## src/rtl/spi_clk_gen_if.sv

```systemverilog
// spi_clk_gen_if: control inputs and clock/strobe outputs of the SPI clock generator
interface spi_clk_gen_if #(parameter int DIV_W = 8, parameter int CNT_W = 16);
  logic [DIV_W-1:0] div;
  logic [CNT_W-1:0] nbits;
  logic cpol;
  logic cpha;
  logic start;
  logic abort;
  logic sck;
  logic sck_n;
  logic busy;
  logic sample;
  logic shift;
  logic done;
  modport master(output div, nbits, cpol, cpha, start, abort,
                 input sck, sck_n, busy, sample, shift, done);
  modport slave(input div, nbits, cpol, cpha, start, abort,
                output sck, sck_n, busy, sample, shift, done);
endinterface

```

## src/rtl/spi_clk_gen.sv

```systemverilog
// spi_clk_gen: programmable SPI serial clock with sample/shift strobes and guard time
module spi_clk_gen #(
  parameter int DIV_W = 8,
  parameter int CNT_W = 16
) (
  input logic clk_in1,
  input logic reset,
  spi_clk_gen_if.slave b
);
  typedef enum logic [1:0] {IDLE, RUN, GUARD} state_t;
  state_t state_q, state_d;
  logic [DIV_W-1:0] hcnt_q, hcnt_d, div_q, div_d;
  logic [CNT_W:0] ecnt_q, ecnt_d, ecnt_n;
  logic [CNT_W-1:0] nbits_q, nbits_d;
  logic cpol_q, cpol_d, cpha_q, cpha_d;
  logic sck_q, sck_d, sample_q, sample_d, shift_q, shift_d, done_q, done_d;
  logic wrap;
  assign wrap = hcnt_q == div_q;
  assign ecnt_n = ecnt_q + 1'b1;
  assign b.sck = sck_q;
  assign b.sck_n = ~sck_q;
  assign b.busy = state_q != IDLE;
  assign b.sample = sample_q;
  assign b.shift = shift_q;
  assign b.done = done_q;
  // next-state: accept transfers, divide the clock, count edges, time the guard
  always_comb begin
    state_d = state_q;
    hcnt_d = hcnt_q;
    ecnt_d = ecnt_q;
    div_d = div_q;
    nbits_d = nbits_q;
    cpol_d = cpol_q;
    cpha_d = cpha_q;
    sck_d = sck_q;
    sample_d = 1'b0;
    shift_d = 1'b0;
    done_d = 1'b0;
    if (state_q == IDLE) begin
      sck_d = b.cpol;
      if (b.start && !b.abort && |b.nbits) begin
        state_d = RUN;
        div_d = b.div;
        nbits_d = b.nbits;
        cpol_d = b.cpol;
        cpha_d = b.cpha;
        hcnt_d = '0;
        ecnt_d = '0;
      end
    end else if (b.abort) begin
      state_d = IDLE;
      sck_d = cpol_q;
    end else if (state_q == RUN) begin
      hcnt_d = wrap ? '0 : hcnt_q + 1'b1;
      if (wrap) begin
        sck_d = ~sck_q;
        ecnt_d = ecnt_n;
        sample_d = ecnt_n[0] ^ cpha_q;
        shift_d = ~(ecnt_n[0] ^ cpha_q);
        state_d = ecnt_n == {nbits_q, 1'b0} ? GUARD : RUN;
      end
    end else begin
      hcnt_d = wrap ? '0 : hcnt_q + 1'b1;
      state_d = wrap ? IDLE : GUARD;
      done_d = wrap;
    end
  end
  // state and output registers
  always_ff @(posedge clk_in1) begin
    if (reset) begin
      state_q <= IDLE;
      hcnt_q <= '0;
      ecnt_q <= '0;
      div_q <= '0;
      nbits_q <= '0;
      cpol_q <= 1'b0;
      cpha_q <= 1'b0;
      sck_q <= 1'b0;
      sample_q <= 1'b0;
      shift_q <= 1'b0;
      done_q <= 1'b0;
    end else begin
      state_q <= state_d;
      hcnt_q <= hcnt_d;
      ecnt_q <= ecnt_d;
      div_q <= div_d;
      nbits_q <= nbits_d;
      cpol_q <= cpol_d;
      cpha_q <= cpha_d;
      sck_q <= sck_d;
      sample_q <= sample_d;
      shift_q <= shift_d;
      done_q <= done_d;
    end
  end
endmodule

```

## src/flat_wrapper.sv

```systemverilog
// flat-port wrapper written by rule: the top's interface ports become plain ports
module spi_clk_gen_flat 
#(
  parameter int DIV_W = 8,
  parameter int CNT_W = 16
)
  (clk_in1, reset, b_div, b_nbits, b_cpol, b_cpha, b_start, b_abort, b_sck, b_sck_n, b_busy, b_sample, b_shift, b_done);
  spi_clk_gen_if #(.DIV_W(DIV_W), .CNT_W(CNT_W)) b_i ();
  input logic clk_in1;
  input logic reset;
  input wire logic [$bits(b_i.div)-1:0] b_div;
  input wire logic [$bits(b_i.nbits)-1:0] b_nbits;
  input wire logic [$bits(b_i.cpol)-1:0] b_cpol;
  input wire logic [$bits(b_i.cpha)-1:0] b_cpha;
  input wire logic [$bits(b_i.start)-1:0] b_start;
  input wire logic [$bits(b_i.abort)-1:0] b_abort;
  output wire logic [$bits(b_i.sck)-1:0] b_sck;
  output wire logic [$bits(b_i.sck_n)-1:0] b_sck_n;
  output wire logic [$bits(b_i.busy)-1:0] b_busy;
  output wire logic [$bits(b_i.sample)-1:0] b_sample;
  output wire logic [$bits(b_i.shift)-1:0] b_shift;
  output wire logic [$bits(b_i.done)-1:0] b_done;
  assign b_i.div = b_div;
  assign b_i.nbits = b_nbits;
  assign b_i.cpol = b_cpol;
  assign b_i.cpha = b_cpha;
  assign b_i.start = b_start;
  assign b_i.abort = b_abort;
  assign b_sck = b_i.sck;
  assign b_sck_n = b_i.sck_n;
  assign b_busy = b_i.busy;
  assign b_sample = b_i.sample;
  assign b_shift = b_i.shift;
  assign b_done = b_i.done;
  spi_clk_gen #(.DIV_W(DIV_W), .CNT_W(CNT_W)) u_core (.clk_in1(clk_in1), .reset(reset), .b(b_i));
endmodule
```

## config.mk

```make
export PLATFORM = sky130hd
export DESIGN_NAME = spi_clk_gen_flat
export DESIGN_NICKNAME = d
export VERILOG_FILES = /design/src/rtl/spi_clk_gen_if.sv /design/src/rtl/spi_clk_gen.sv /design/src/flat_wrapper.sv
export SDC_FILE = /design/constraint.sdc
export NUM_CORES = 1
export LEC_CHECK = 0
export BUFFER_PORTS_ARGS = -buffer_cell sky130_fd_sc_hd__clkbuf_2
export CORE_MARGIN = 2
export CORE_UTILIZATION = 55
export DETAILED_ROUTE_END_ITERATION = 7
export GPL_ROUTABILITY_DRIVEN = 1
export GPL_TIMING_DRIVEN = 0
export HOLD_SLACK_MARGIN = 0.05
export PLACE_DENSITY = 0.88
export SETUP_SLACK_MARGIN = 0.5
export SYNTH_ARGS = -nofsm -noshare
export SYNTH_HDL_FRONTEND = slang
export SYNTH_SLANG_ARGS = --single-unit
```

## constraint.sdc

```tcl
create_clock -name clk_in1 -period 2.6 [get_ports clk_in1]
set_input_delay 0.26 -clock clk_in1 [delete_from_list [all_inputs] [get_ports clk_in1]]
set_output_delay 0.26 -clock clk_in1 [all_outputs]
set_load 0.01 [all_outputs]
```

# Word level (Yosys, flattened, before mapping)
# Cells that the tools add are included.
[word_totals]
ff_bits = 57
output_inout_bits = 6
elab_cells = 61
[classes]
n_addsub = 2
n_eq_ne = 6
mux = 20
n_bitwise = 5
reduce_logical = 17
[op_table]
columns = ["operator", "count"]
rows = [
  ["$mux W17", 5],
  ["$mux W8", 4],
  ["$add A17 B1 Y17 const B", 1],
  ["$eq A17 B17 Y1", 1],
  ["$reduce_or A16 Y1", 1],
  ["$mux W2", 7],
  ["$add A8 B1 Y8 const B", 1],
  ["$eq A8 B8 Y1", 1],
  ["$reduce_and A2 Y1", 4],
  ["$reduce_bool A2 Y1", 3],
  ["$reduce_bool A3 Y1", 2],
  ["$reduce_or A5 Y1", 1],
  ["$mux W1", 4],
  ["$ne A4 B2 Y1 const B", 1],
  ["$not A1 Y1", 4],
  ["$reduce_and A4 Y1", 1],
  ["$reduce_or A4 Y1", 1],
  ["$eq A2 B1 Y1 const B", 1],
  ["$logic_and A1 B1 Y1", 2],
  ["$logic_not A2 Y1", 1],
  ["$ne A2 B1 Y1 const B", 1],
  ["$ne A2 B2 Y1 const B", 1],
  ["$logic_not A1 Y1", 1],
  ["$xor A1 B1 Y1", 1],
]

# Longest topological paths before layout
[depth]
ltp_word = 7
ltp_mapped = 8
ltp_nobuf = 7

# Least setup slack after synthesis
# Ideal clock, no wire load.
[synth_path]
kind = "reg2reg"
startpoint = "register u_core.hcnt_q[0]"
endpoint = "register u_core.ecnt_q[12]"
setup_ns = 0.070
arrival_time_ns = 1.968
required_ns = 2.530
path_slack_ns = 0.562
stages_incl_launch_ff = 8
path_buffers = 1
synth_period_minus_slack_ns = 2.038
path_cell_list = "dfxtp_1 -> xnor2_1 -> nand4_1 -> or2_1 -> buf_6 -> or3_4 -> or4_1 -> a21oi_1"
[synth_between]
elab_chain_len = 3
[synth_lines]
columns = ["element", "line_no", "source"]
rows = [
  ["start, declared", "spi_clk_gen.sv:12", "logic [DIV_W-1:0] hcnt_q, hcnt_d, div_q, div_d;"],
  ["start signal, assigned", "spi_clk_gen.sv:84", "hcnt_q <= hcnt_d;"],
  ["$eq A8 B8 Y1", "spi_clk_gen.sv:18", "assign wrap = hcnt_q == div_q;"],
  ["$reduce_bool A2 Y1 (no line)", "-", ""],
  ["$reduce_and A4 Y1 (no line)", "-", ""],
  ["end signal, assigned", "spi_clk_gen.sv:85", "ecnt_q <= ecnt_d;"],
  ["end, declared", "spi_clk_gen.sv:13", "logic [CNT_W:0] ecnt_q, ecnt_d, ecnt_n;"],
]
# No other way between the ends.
# A chain may end at the register's enable or synchronous reset.

# Worst setup path in the final report
[layout_path]
startpoint = "register u_core.div_q[0]"
endpoint = "register u_core.ecnt_q[12]"
[layout_between]
elab_chain_len = 3
[layout_lines]
columns = ["element", "line_no", "source"]
rows = [
  ["start, declared", "spi_clk_gen.sv:12", ""],
  ["start signal, assigned", "spi_clk_gen.sv:86", "div_q <= div_d;"],
  ["$eq A8 B8 Y1", "spi_clk_gen.sv:18", ""],
  ["$reduce_bool A2 Y1 (no line)", "-", ""],
  ["$reduce_and A4 Y1 (no line)", "-", ""],
]
# No other way between the ends.

==> metrics.md <==
| Metric | Value |
|---|---|
| Status | complete, no violations |
| Setup CP Type | reg2reg |
| Synthesized Nets | 415 |
| Global route overflow | 0 |
| RSZ-0062 raised after global routing | true |
| Lkg Pwr | 0.001430 µW |
| Tcrit/Tclk final | 0.8312 |
| Final setup fails | 0 |
| Fin nets | 477 |
| Antenna viol nets, final | 0 |
| DR WL/cell | 17.18 µm |
| Distinct cell type count after synthesis | 56 |
| CTS H-tree depth | 3 |
| Largest net degree at the start of global routing | 11 |
| Worst Path Required | 2890 ps |
| EDFF count, synth | 0 |
| Starting Density | 0.5677 |
| Vias/cell | 6.215 |
| Syn-to-layout area delta | 23.48% |
| CP Depth | 7 |
| Inst Count DP | 490 |
| Worst setup path start | u_core.div_q[0] |
| Minimum clock period | 2161 ps |
| Violation count after the first detailed-route iteration | 402 |
| Bufs and invs on worst path | 1 |
| FMAX | 0.4627 GHz |
| IO buf count | 35 |
| Netlist Area Pre-Place | 0.003107 mm² |
| Crit path max-delay family | simple AND/OR/NAND/NOR gates |
| Filler Cells Inserted | 404 |
| Crit end category | flip-flop |
| Non-Filler Cell Area, Final | 0.003836 mm² |
| Initial antenna violation count | 0 |
| Root buf cell | clkbuf_8 |
| Hold Path Class | in2reg |
| Critical path capture point | u_core.ecnt_q[12] |
| Synth Instances | 383 |
| Reg-to-reg startpoint | u_core.div_q[0] |
| Number of global-route vias before repair | 2897 |
| R2r setup slk | 440 ps |
| Hold_buf cts | 0 |
| Core area | 0.005473 mm² |
| Ratio of cells with drive above 1 in the final layout | 0.2851 |
| N_diodes | 0 |
| Synth top area share | 0.3673 |
| Syn avg cell area | 8.112 µm² |
| CP max-delay cell | or4_4 |
| CTS clk-pin slew, worst paths | 70 ps |
| Post-synth ARST share | 0 |
| # DRC | 0 |
| Area contributors post-synth | dfxtp_1, xnor2_1, a21oi_1 |
| DP Area | 0.003372 mm² |
| Slowest stage delay, CP | 490 ps |
| Reg-to-reg endpoint | u_core.ecnt_q[12] |
| Post-DP HPWL | 5694 µm |
| CTS Buf Count | 9 |
| Longest Clk Path Bufs | 2 |
| Fin cells | 521 |
| First-pass GRT wire length | 13600 µm |
| Die H | 79.16 µm |
| Top FF cell, synth | dfxtp_1 |
| Yosys reg bits | 57 |
| 1st-pass router iterations | 6 |
| Die area | 0.006266 mm² |
| CTS tree | built |
| R2R cell count | 7 |
| Worst-skew pair later-pin latency | 340 ps |
| Core Rows | 27 |
| Worst Path Max Fanout | 7 |
| Total Routing Usage GR | 0.2795 |
| WL final | 8950 µm |
| Crit path launch type | flip-flop |
| IO Count | 36 |
| Max Cap Violations | 0 |
| Die width | 79.16 µm |
| Setup TNS | 0 ps |
| Setup Skew | 8.860 ps |
| Maximum vdd drop | 0.5607 mV |
| Sinks on Clock Net | 57 |
| Final hold vios | 0 |
| Slew Viols, Final | 0 |
| Relative slew slack | 0.6253 |
| PwrDens | 502.8 mW/mm² |
| Worst-margin pin slew | 562.0 ps |
| Sequential fraction of the synthesis area | 0.3673 |
| Synthesis Warnings | 0 |
| Synth area leader | dfxtp_1 |
| Via Count | 3238 |
| Crit-path cells | xnor2_2, nand4_1, or2_1, buf_6, or3_4, or4_4, a21oi_2 |
| Routability Congestion | 0.9222 |
| Top post-synthesis cells by count | dfxtp_1, a21oi_1, nor2_1, nand2_1 |
| Critical Path AT | 2450 ps |
| Count leader, synth | dfxtp_1 |
-- placed cells by master, fill, tap and decap left out, drive strengths merged, types with 2 or more instances in the layout --
master and count:
a211o 2, a21oi 40, a31oi 4, and2 4, and3 7, and4 4
buf 22, clkbuf 66, clkinv 2, dfxtp 57, ha 2, inv 9
mux2i 11, nand2 28, nand3 26, nand4 11, nor2 39, nor3 6
nor4 6, o2111ai 3, o211ai 3, o21ai 22, o311a 2, or2 3
or3 12, or3b 3, or4 5, xnor2 26, xor2 8
-- worst reg2reg max path, stage by stage, from the launching register on --
cell     delay (ps)
dfxtp_2         340
xnor2_2         180
nand4_1         200
or2_1           270
buf_6           140
or3_4           370
or4_4           490
a21oi_2         120
-- how the worst min path moves through the flow --
stage / start / to / slack, ps / cells after the start
CTS: b_div[7] / u_core.div_q[7] / 150 / 3
global placement: u_core.nbits_q[3] / u_core.nbits_q[3] / 460 / 2
detailed placement: u_core.nbits_q[14] / u_core.nbits_q[14] / 470 / 2
finish: b_div[7] / u_core.div_q[7] / 150 / 3
floorplan: b_cpha / u_core.cpha_q / 400 / 2
global route: b_div[7] / u_core.div_q[7] / 150 / 3
-- kinds of logic after synthesis --
logic type                 count (synthesis)  synth area share
AOI/OAI and AO/OA                         86            0.1647
xor gates and xnor gates                  34           0.09585
adders and majority gates                  2          0.008053
buffers and inverters                     35           0.06564
DFF                                       57            0.3673
muxes                                     11           0.03544
and+or+nand+nor                          158            0.2630
-- area by class of cell --
| class | instances | area [µm²] | share of cell area |
|---|---|---|---|
| Clock inverter | 3 | 17.52 | 0.004566 |
| Clock buffer | 12 | 145.1 | 0.03783 |
| Multi-Input combinational cell | 291 | 1882 | 0.4905 |
| Tap cell | 72 | 90.09 | 0.02348 |
| Timing Repair Buffer | 51 | 295.3 | 0.07697 |
| Buffer | 26 | 195.2 | 0.05088 |
| Sequential cell | 57 | 1177 | 0.3069 |
| Inverter | 9 | 33.78 | 0.008806 |
-- per-stage QoR --
| stage | util | setup slack (ps) | total power, µW | hold WS [ps] |
|---|---|---|---|---|
| final | 0.7010 | 438.9 | 1929 | 148.4 |
| after global routing | 0.7010 | 358.9 | 1980 | 151.1 |
| after floorplan | - | 561.8 | 1085 | 403.9 |
| after CTS | 0.6726 | 473.2 | 1890 | 151.9 |
| after detailed placement | 0.6161 | 113.6 | 1163 | 465.6 |
| after global placement | 0.6161 | 150.4 | 1154 | 462.0 |
-- metal layers --
metal | share of wire | GRT usage | vias up
li1 | - | - | 1510
met1 | 0.42 | 0.3712 | 1510
met4 | 0.028 | 0.1466 | 0
met5 | 0 | 0 | -
met3 | 0.075 | 0.04091 | 26
met2 | 0.48 | 0.4398 | 192
-- where the power goes --
group / leakage [µW] / switching, µW / total (µW) / internal [µW]
clock: 0.0000822 / 362 / 725 / 364
combinational: 0.000875 / 157 / 286 / 129
sequential: 0.000473 / 23.8 / 917 / 893
-- repair_timing --
item | CTS | global route
endpoints found under the hold margin | 0 | 0
setup endpoints to repair | 28 | 45
buffers inserted | 9 | 7
pin swaps | 6 | 9
gates resized for setup | 26 | 45
-- state kept, by name, indices dropped and copies added, names as in the netlist --
register         flops
u_core.ecnt_q       17
u_core.nbits_q      16
u_core.div_q         8
u_core.hcnt_q        8
u_core.state_q       2
u_core.b.done        1
u_core.b.sample      1
u_core.b.sck         1
u_core.b.shift       1
u_core.cpha_q        1
u_core.cpol_q        1
No activity file was read; power rests on OpenSTA's default activity.
